$ cat src/rtl/seq_alu_mul_if.sv
// Control-unit <-> ALU handshake bundle: request operands in, result/status out.
interface seq_alu_mul_if #(
    parameter int unsigned WIDTH = 16
);
    logic             start;
    logic [3:0]       op;
    logic [WIDTH-1:0] a;
    logic [WIDTH-1:0] b;
    logic             busy;
    logic             done;
    logic [WIDTH-1:0] result_lo;
    logic [WIDTH-1:0] result_hi;
    logic [3:0]       flags;

    modport master (
        output start, op, a, b,
        input  busy, done, result_lo, result_hi, flags
    );

    modport slave (
        input  start, op, a, b,
        output busy, done, result_lo, result_hi, flags
    );
endinterface

$ cat src/rtl/seq_alu_mul.sv
// Registered ALU with single-cycle arith/logic/shift ops and an iterative
// shift-add multiplier (unsigned MUL, signed MLS) producing a 2*WIDTH product.
module seq_alu_mul #(
    parameter int unsigned WIDTH = 16
) (
    input  logic          clk,
    input  logic          rst,
    seq_alu_mul_if.slave  bus
);
    localparam int unsigned CNT_W = $clog2(WIDTH) + 1;

    localparam logic [3:0] OP_MOV = 4'h0;
    localparam logic [3:0] OP_ADD = 4'h1;
    localparam logic [3:0] OP_ADC = 4'h2;
    localparam logic [3:0] OP_SUB = 4'h3;
    localparam logic [3:0] OP_SBC = 4'h4;
    localparam logic [3:0] OP_AND = 4'h5;
    localparam logic [3:0] OP_OR  = 4'h6;
    localparam logic [3:0] OP_XOR = 4'h7;
    localparam logic [3:0] OP_INV = 4'h8;
    localparam logic [3:0] OP_TWC = 4'h9;
    localparam logic [3:0] OP_INC = 4'hA;
    localparam logic [3:0] OP_DEC = 4'hB;
    localparam logic [3:0] OP_LSR = 4'hC;
    localparam logic [3:0] OP_ASR = 4'hD;
    localparam logic [3:0] OP_MUL = 4'hE;
    localparam logic [3:0] OP_MLS = 4'hF;

    typedef enum logic [1:0] {
        S_IDLE,
        S_MUL,
        S_DONE
    } state_t;

    state_t state, next_state;

    logic [CNT_W-1:0]   cnt;
    logic [WIDTH-1:0]   mcand;
    logic [2*WIDTH-1:0] prod;
    logic               mul_neg;

    logic               busy_q, done_q;
    logic [WIDTH-1:0]   lo_q, hi_q;
    logic [3:0]         flags_q;  // {V,C,N,Z}

    logic accept_single, accept_mul, step, finish;
    logic busy_nx, done_nx;

    logic [WIDTH-1:0]   add_x, add_y;
    logic               add_ci, use_add;
    logic [WIDTH:0]     add_sum;
    logic               add_v;
    logic [WIDTH-1:0]   alu_r;
    logic               alu_c, alu_v;

    logic               is_mls, a_neg, b_neg;
    logic [WIDTH-1:0]   mag_a, mag_b;
    logic [WIDTH:0]     mstep_add, mstep_sum;
    logic [2*WIDTH-1:0] step_prod, mul_final;

    // Single-cycle datapath: every carry-producing op routes through one adder.
    always_comb begin
        add_x   = '0;
        add_y   = '0;
        add_ci  = 1'b0;
        use_add = 1'b0;
        alu_r   = '0;
        alu_c   = flags_q[2];
        alu_v   = 1'b0;
        case (bus.op)
            OP_MOV: alu_r = bus.a;
            OP_ADD: begin add_x = bus.a;  add_y = bus.b;  use_add = 1'b1; end
            OP_ADC: begin add_x = bus.a;  add_y = bus.b;  add_ci = flags_q[2]; use_add = 1'b1; end
            OP_SUB: begin add_x = bus.a;  add_y = ~bus.b; add_ci = 1'b1; use_add = 1'b1; end
            OP_SBC: begin add_x = bus.a;  add_y = ~bus.b; add_ci = flags_q[2]; use_add = 1'b1; end
            OP_AND: alu_r = bus.a & bus.b;
            OP_OR:  alu_r = bus.a | bus.b;
            OP_XOR: alu_r = bus.a ^ bus.b;
            OP_INV: alu_r = ~bus.a;
            OP_TWC: begin add_x = ~bus.a; add_ci = 1'b1; use_add = 1'b1; end
            OP_INC: begin add_x = bus.a;  add_ci = 1'b1; use_add = 1'b1; end
            OP_DEC: begin add_x = bus.a;  add_y = '1;    use_add = 1'b1; end
            OP_LSR: begin alu_r = {1'b0, bus.a[WIDTH-1:1]};           alu_c = bus.a[0]; end
            OP_ASR: begin alu_r = {bus.a[WIDTH-1], bus.a[WIDTH-1:1]}; alu_c = bus.a[0]; end
            default: alu_r = '0;
        endcase
        add_sum = {1'b0, add_x} + {1'b0, add_y} + (WIDTH+1)'(add_ci);
        add_v   = (add_x[WIDTH-1] == add_y[WIDTH-1]) && (add_sum[WIDTH-1] != add_x[WIDTH-1]);
        if (use_add) begin
            alu_r = add_sum[WIDTH-1:0];
            alu_c = add_sum[WIDTH];
            alu_v = add_v;
        end
    end

    // Multiplier operand conditioning and one shift-add step.
    always_comb begin
        is_mls    = (bus.op == OP_MLS);
        a_neg     = is_mls & bus.a[WIDTH-1];
        b_neg     = is_mls & bus.b[WIDTH-1];
        mag_a     = a_neg ? (~bus.a + WIDTH'(1)) : bus.a;
        mag_b     = b_neg ? (~bus.b + WIDTH'(1)) : bus.b;
        mstep_add = prod[0] ? {1'b0, mcand} : '0;
        mstep_sum = {1'b0, prod[2*WIDTH-1:WIDTH]} + mstep_add;
        step_prod = {mstep_sum, prod[WIDTH-1:1]};
        mul_final = mul_neg ? (~step_prod + (2*WIDTH)'(1)) : step_prod;
    end

    always_ff @(posedge clk or posedge rst) begin
        if (rst) state <= S_IDLE;
        else     state <= next_state;
    end

    // Next state and control strobes; the last multiply step writes results directly.
    always_comb begin
        next_state    = state;
        accept_single = 1'b0;
        accept_mul    = 1'b0;
        step          = 1'b0;
        finish        = 1'b0;
        case (state)
            S_IDLE: begin
                if (bus.start) begin
                    if (bus.op >= OP_MUL) begin
                        accept_mul = 1'b1;
                        next_state = S_MUL;
                    end else begin
                        accept_single = 1'b1;
                    end
                end
            end
            S_MUL: begin
                step = 1'b1;
                if (cnt == CNT_W'(WIDTH - 1)) begin
                    finish     = 1'b1;
                    next_state = S_DONE;
                end
            end
            S_DONE:  next_state = S_IDLE;
            default: next_state = S_IDLE;
        endcase
        busy_nx = (next_state == S_MUL);
        done_nx = accept_single | finish;
    end

    always_ff @(posedge clk or posedge rst) begin
        if (rst) begin
            busy_q  <= 1'b0;
            done_q  <= 1'b0;
            lo_q    <= '0;
            hi_q    <= '0;
            flags_q <= '0;
            cnt     <= '0;
            mcand   <= '0;
            prod    <= '0;
            mul_neg <= 1'b0;
        end else begin
            busy_q <= busy_nx;
            done_q <= done_nx;
            if (accept_single) begin
                lo_q    <= alu_r;
                hi_q    <= '0;
                flags_q <= {alu_v, alu_c, alu_r[WIDTH-1], (alu_r == '0)};
            end
            if (accept_mul) begin
                mcand   <= mag_a;
                prod    <= {{WIDTH{1'b0}}, mag_b};
                mul_neg <= a_neg ^ b_neg;
                cnt     <= '0;
            end
            if (step) begin
                prod <= step_prod;
                cnt  <= cnt + CNT_W'(1);
            end
            if (finish) begin
                lo_q    <= mul_final[WIDTH-1:0];
                hi_q    <= mul_final[2*WIDTH-1:WIDTH];
                flags_q <= {1'b0, flags_q[2], mul_final[2*WIDTH-1], (mul_final == '0)};
            end
        end
    end

    assign bus.busy      = busy_q;
    assign bus.done      = done_q;
    assign bus.result_lo = lo_q;
    assign bus.result_hi = hi_q;
    assign bus.flags     = flags_q;
endmodule
$ cat src/flat_wrapper.sv
// flat-port wrapper written by rule: the top's interface ports become plain ports
module seq_alu_mul_flat 
#(
    parameter int unsigned WIDTH = 16
)
  (clk, rst, bus_start, bus_op, bus_a, bus_b, bus_busy, bus_done, bus_result_lo, bus_result_hi, bus_flags);
  seq_alu_mul_if #(.WIDTH(WIDTH)) bus_i ();
  input  logic clk;
  input  logic rst;
  input wire logic [$bits(bus_i.start)-1:0] bus_start;
  input wire logic [$bits(bus_i.op)-1:0] bus_op;
  input wire logic [$bits(bus_i.a)-1:0] bus_a;
  input wire logic [$bits(bus_i.b)-1:0] bus_b;
  output wire logic [$bits(bus_i.busy)-1:0] bus_busy;
  output wire logic [$bits(bus_i.done)-1:0] bus_done;
  output wire logic [$bits(bus_i.result_lo)-1:0] bus_result_lo;
  output wire logic [$bits(bus_i.result_hi)-1:0] bus_result_hi;
  output wire logic [$bits(bus_i.flags)-1:0] bus_flags;
  assign bus_i.start = bus_start;
  assign bus_i.op = bus_op;
  assign bus_i.a = bus_a;
  assign bus_i.b = bus_b;
  assign bus_busy = bus_i.busy;
  assign bus_done = bus_i.done;
  assign bus_result_lo = bus_i.result_lo;
  assign bus_result_hi = bus_i.result_hi;
  assign bus_flags = bus_i.flags;
  seq_alu_mul #(.WIDTH(WIDTH)) u_core (.clk(clk), .rst(rst), .bus(bus_i));
endmodule
$ cat config.mk
export PLATFORM = sky130hd
export DESIGN_NAME = seq_alu_mul_flat
export DESIGN_NICKNAME = d
export VERILOG_FILES = /design/src/rtl/seq_alu_mul_if.sv /design/src/rtl/seq_alu_mul.sv /design/src/flat_wrapper.sv
export SDC_FILE = /design/constraint.sdc
export NUM_CORES = 1
export LEC_CHECK = 0
export CORE_MARGIN = 1.5
export CORE_UTILIZATION = 40
export DETAILED_ROUTE_END_ITERATION = 10
export PLACE_DENSITY = 0.64
export SLEW_MARGIN = 0
export SYNTH_ARGS = -nofsm -noshare
export SYNTH_HDL_FRONTEND = slang
export SYNTH_SLANG_ARGS = --single-unit
$ cat constraint.sdc
create_clock -name clk -period 4.3 [get_ports clk]
set_input_delay 0.645 -clock clk [delete_from_list [all_inputs] [get_ports clk]]
set_output_delay 0.645 -clock clk [all_outputs]
set_load 0.05 [all_outputs]
==> impl_metrics.py <==
metrics = {
    "timing": {
        "rsz0062_at_grt": "no",
        "finalCriticalPeriod_ns": 4.097,
        "timing.final.ws_setup_ns": 0.2028,
        "whs_ns": 0.4748,
        "fin_worst_skew_ns": 0.01400,
        "clock.fmax_mhz": 244.1,
        "max_slew.worst_pin.slew_ns": 1.166,
        "post-route-period-util_pct": 95.28,
        "setup_viol": 0,
        "tns_ns": 0,
        "drv_slew": 0,
        "relSlewSlack_pct": 22.30,
        "hold_viol": 0,
    },
    "drt": {
        "drtIter0Drc": 708,
        "drc": 0,
        "num_vias": 8889,
        "avgViaCountPerCell": 5.772,
        "drtPass1Iterations": 5,
        "ant_nets": 0,
        "wl_um": 27960,
        "wl_per_cell_um": 18.15,
    },
    "logic_synthesis": {
        "yosysMostFrequentCell": "nand2_1",
        "syn-num-nets": 1234,
        "yosys_register_bits": 94,
        "synthDistinctLibCells": 76,
        "synthTopCellsByCount": "133 x nand2_1, 125 x o21ai_0, 94 x dfrtp_1",
        "synth_area_leaders": "dfrtp_1 27%, ha_1 9.7%, o21ai_0 7.1%",
        "async_flop_share_pct": 100.0,
        "synth_edf_count": 0,
        "yosysSeqAreaShare_pct": 26.75,
        "synthCells": 1124,
        "synthesis.area_um2": 8793,
        "synth_area_leader_cell": "dfrtp_1",
        "postSynthAreaPerCell_um2": 7.823,
        "synth_top_area_share_pct": 26.75,
        "yosys_most_used_dff": "dfrtp_1",
        "yosysWarningCount": 0,
    },
    "worst_setup_path": {
        "critPathLaunch": "u_core.prod[0]",
        "cp-start-kind": "flip-flop",
        "timing.rr.end": "u_core.bus.flags[0]",
        "r2r_slack_ns": 0.20,
        "reg2reg_depth": 14,
        "cp-end-kind": "flip-flop",
        "worst_ep_required_time_ns": 4.59,
        "critical_path_class": "flip-flop to flip-flop",
        "crit_arrival_ns": 4.39,
        "r2r-start": "u_core.prod[0]",
        "worstSetupEndpoint": "u_core.bus.flags[0]",
        "crit_path_max_fanout": 15,
    },
    "pwr": {
        "ir_drop_v": 0.0002282,
        "p_per_area_nw_per_um2": 523.4,
        "power.leakage_nw": 4.734,
        "total_power_mw": 5.683,
    },
    "clocking": {
        "cts_sinks": 94,
        "ctsHoldBuffers": 0,
        "cts-root-buf": "clkbuf_16",
        "cts_tree": "built",
        "cts_buffers": 9,
        "cts_buffer_depth": 2,
        "path_clk_slew_ns": 0.07,
        "clk_latency_ns": 0.36,
        "htreeDepth": 3,
    },
    "grt": {
        "grt_usage_pct": 25.09,
        "antenna_found_initial": 0,
        "grt_start_max_net_pins": 67,
        "grt_pass1_wl_um": 44700,
        "grt_overflow": 0,
        "grt_pass1_vias": 8159,
    },
    "run": {
        "max-cap-violations": 0,
    },
    "worst_hold_path": {
        "hold_depth": 2,
        "hold_class": "flip-flop to flip-flop",
    },
    "floorplanning": {
        "io_pins": 77,
        "initial_core_util_pct": 40.54,
        "dieArea_um2": 22880,
        "num_rows": 54,
        "die_x_um": 151.3,
        "die_h_um": 151.3,
        "core_area_um2": 21690,
    },
    "finish": {
        "fillers": 2129,
        "final_cell_area_um2": 10860,
        "diodes": 0,
        "area_growth_pct": 23.48,
        "fin_nets": 1365,
        "drive_gt1_share_pct": 14.05,
    },
    "placement": {
        "place_area_um2": 10500,
        "dp_hpwl_um": 21900,
        "place_ws_ns": -0.2576,
        "routabilityCongestion": 0.9623,
        "portBuffers": 76,
    },
    "status": {
        "outcome": "completed",
    },
}
where the power goes:
group	internal (mW)	switching (mW)	total, mW
sequential	1.20	0.264	1.46
clock	0.407	0.388	0.795
combinational	1.39	2.04	3.43
metrics by stage:
step,instances,utilization [%]
2_1_floorplan,1124,-
3_3_place_gp,1523,48.42
3_5_place_dp,1523,48.42
4_1_cts,1539,49.75
5_1_grt,1540,50.06
6_report,1540,50.06
per-layer routing:
layer,wire length [um],vias to the layer above,share of wire (%),global-route usage [%]
met5,0,-,0,0
met1,13140,4218,47,35.98
met2,12080,316,43,37.59
met4,811,0,2.9,8.883
met3,1921,48,6.9,4.307
li1,-,4307,-,-
cell type report:
type,count,area (um2),share of cell area [%]
flip-flops and latches,94,2352,21.66
well taps,280,350.3,3.227
clock buffers,9,225.2,2.074
repair buffers,195,1662,15.30
clock inverters,7,62.56,0.5762
inverters,53,201.4,1.855
multi-input cells,902,6005,55.30
layout by cell type, fill, tap and decap left out, drive strengths merged, types with 22 or more instances in the layout:
cell | synthesis | routed
nand2 | 134 | 134
o21ai | 134 | 134
buf | 10 | 119
dfrtp | 94 | 94
nor2 | 84 | 84
clkdlybuf4s50 | 0 | 73
ha | 68 | 68
xnor2 | 60 | 60
inv | 53 | 58
a21oi | 49 | 49
nand3 | 44 | 44
xor2 | 26 | 26
a211oi | 25 | 25
a221oi | 22 | 22
worst min-delay path by stage:
stage,to,slack [ns],start
floorplan,u_core.mcand[15],0.44,u_core.mcand[15]
finish,u_core.mcand[3],0.47,u_core.mcand[3]
CTS,u_core.mcand[15],0.48,u_core.mcand[15]
detailed placement,u_core.mcand[15],0.46,u_core.mcand[15]
global placement,u_core.mcand[3],0.46,u_core.mcand[3]
global route,u_core.bus.result_hi[14],0.50,u_core.bus.result_hi[14]
cell families (layout without fill, tap and decap cells):
| kind of cell | after synthesis | after routing | share of synthesized area [%] |
|---|---|---|---|
| AO/OA/AOI/OAI | 358 | 358 | 26.89 |
| multiplexers | 7 | 7 | 0.7968 |
| adder cells (fa/ha/maj) | 71 | 71 | 10.36 |
| flip-flops | 94 | 94 | 26.75 |
| buffers and inverters | 128 | 264 | 5.677 |
| XOR/XNOR | 86 | 86 | 8.566 |
| AND/OR/NAND/NOR | 380 | 380 | 20.96 |
state kept, by name, summed over array words and instances, names as in the netlist:
name,cells
u_core.cnt,5
u_core.bus.busy,1
u_core.mul_neg,1
u_core.bus.flags,4
u_core.mcand,16
u_core.bus.result_lo,16
u_core.state,2
u_core.bus.result_hi,16
u_core.bus.done,1
u_core.prod,32
timing repair:
action                     CTS  global route
hold endpoints to repair     0             0
setup buffers                0             1
setup endpoints to repair    0             8
resized for setup            0            18
critical path, cell delays in order (launching register included):
cell       delay (ns)
dfrtp_1          0.42
buf_4            0.20
and2_1           0.16
ha_1             0.39
a2111oi_1        0.46
o21ai_1          0.22
and3_1           0.25
or2_2            0.30
o41ai_2          0.36
xor2_1           0.29
nand3_1          0.16
a2111oi_0        0.40
o2111ai_1        0.17
buf_4            0.18
nand2_1          0.06
Note: power is estimated with default switching activity, not from simulation.
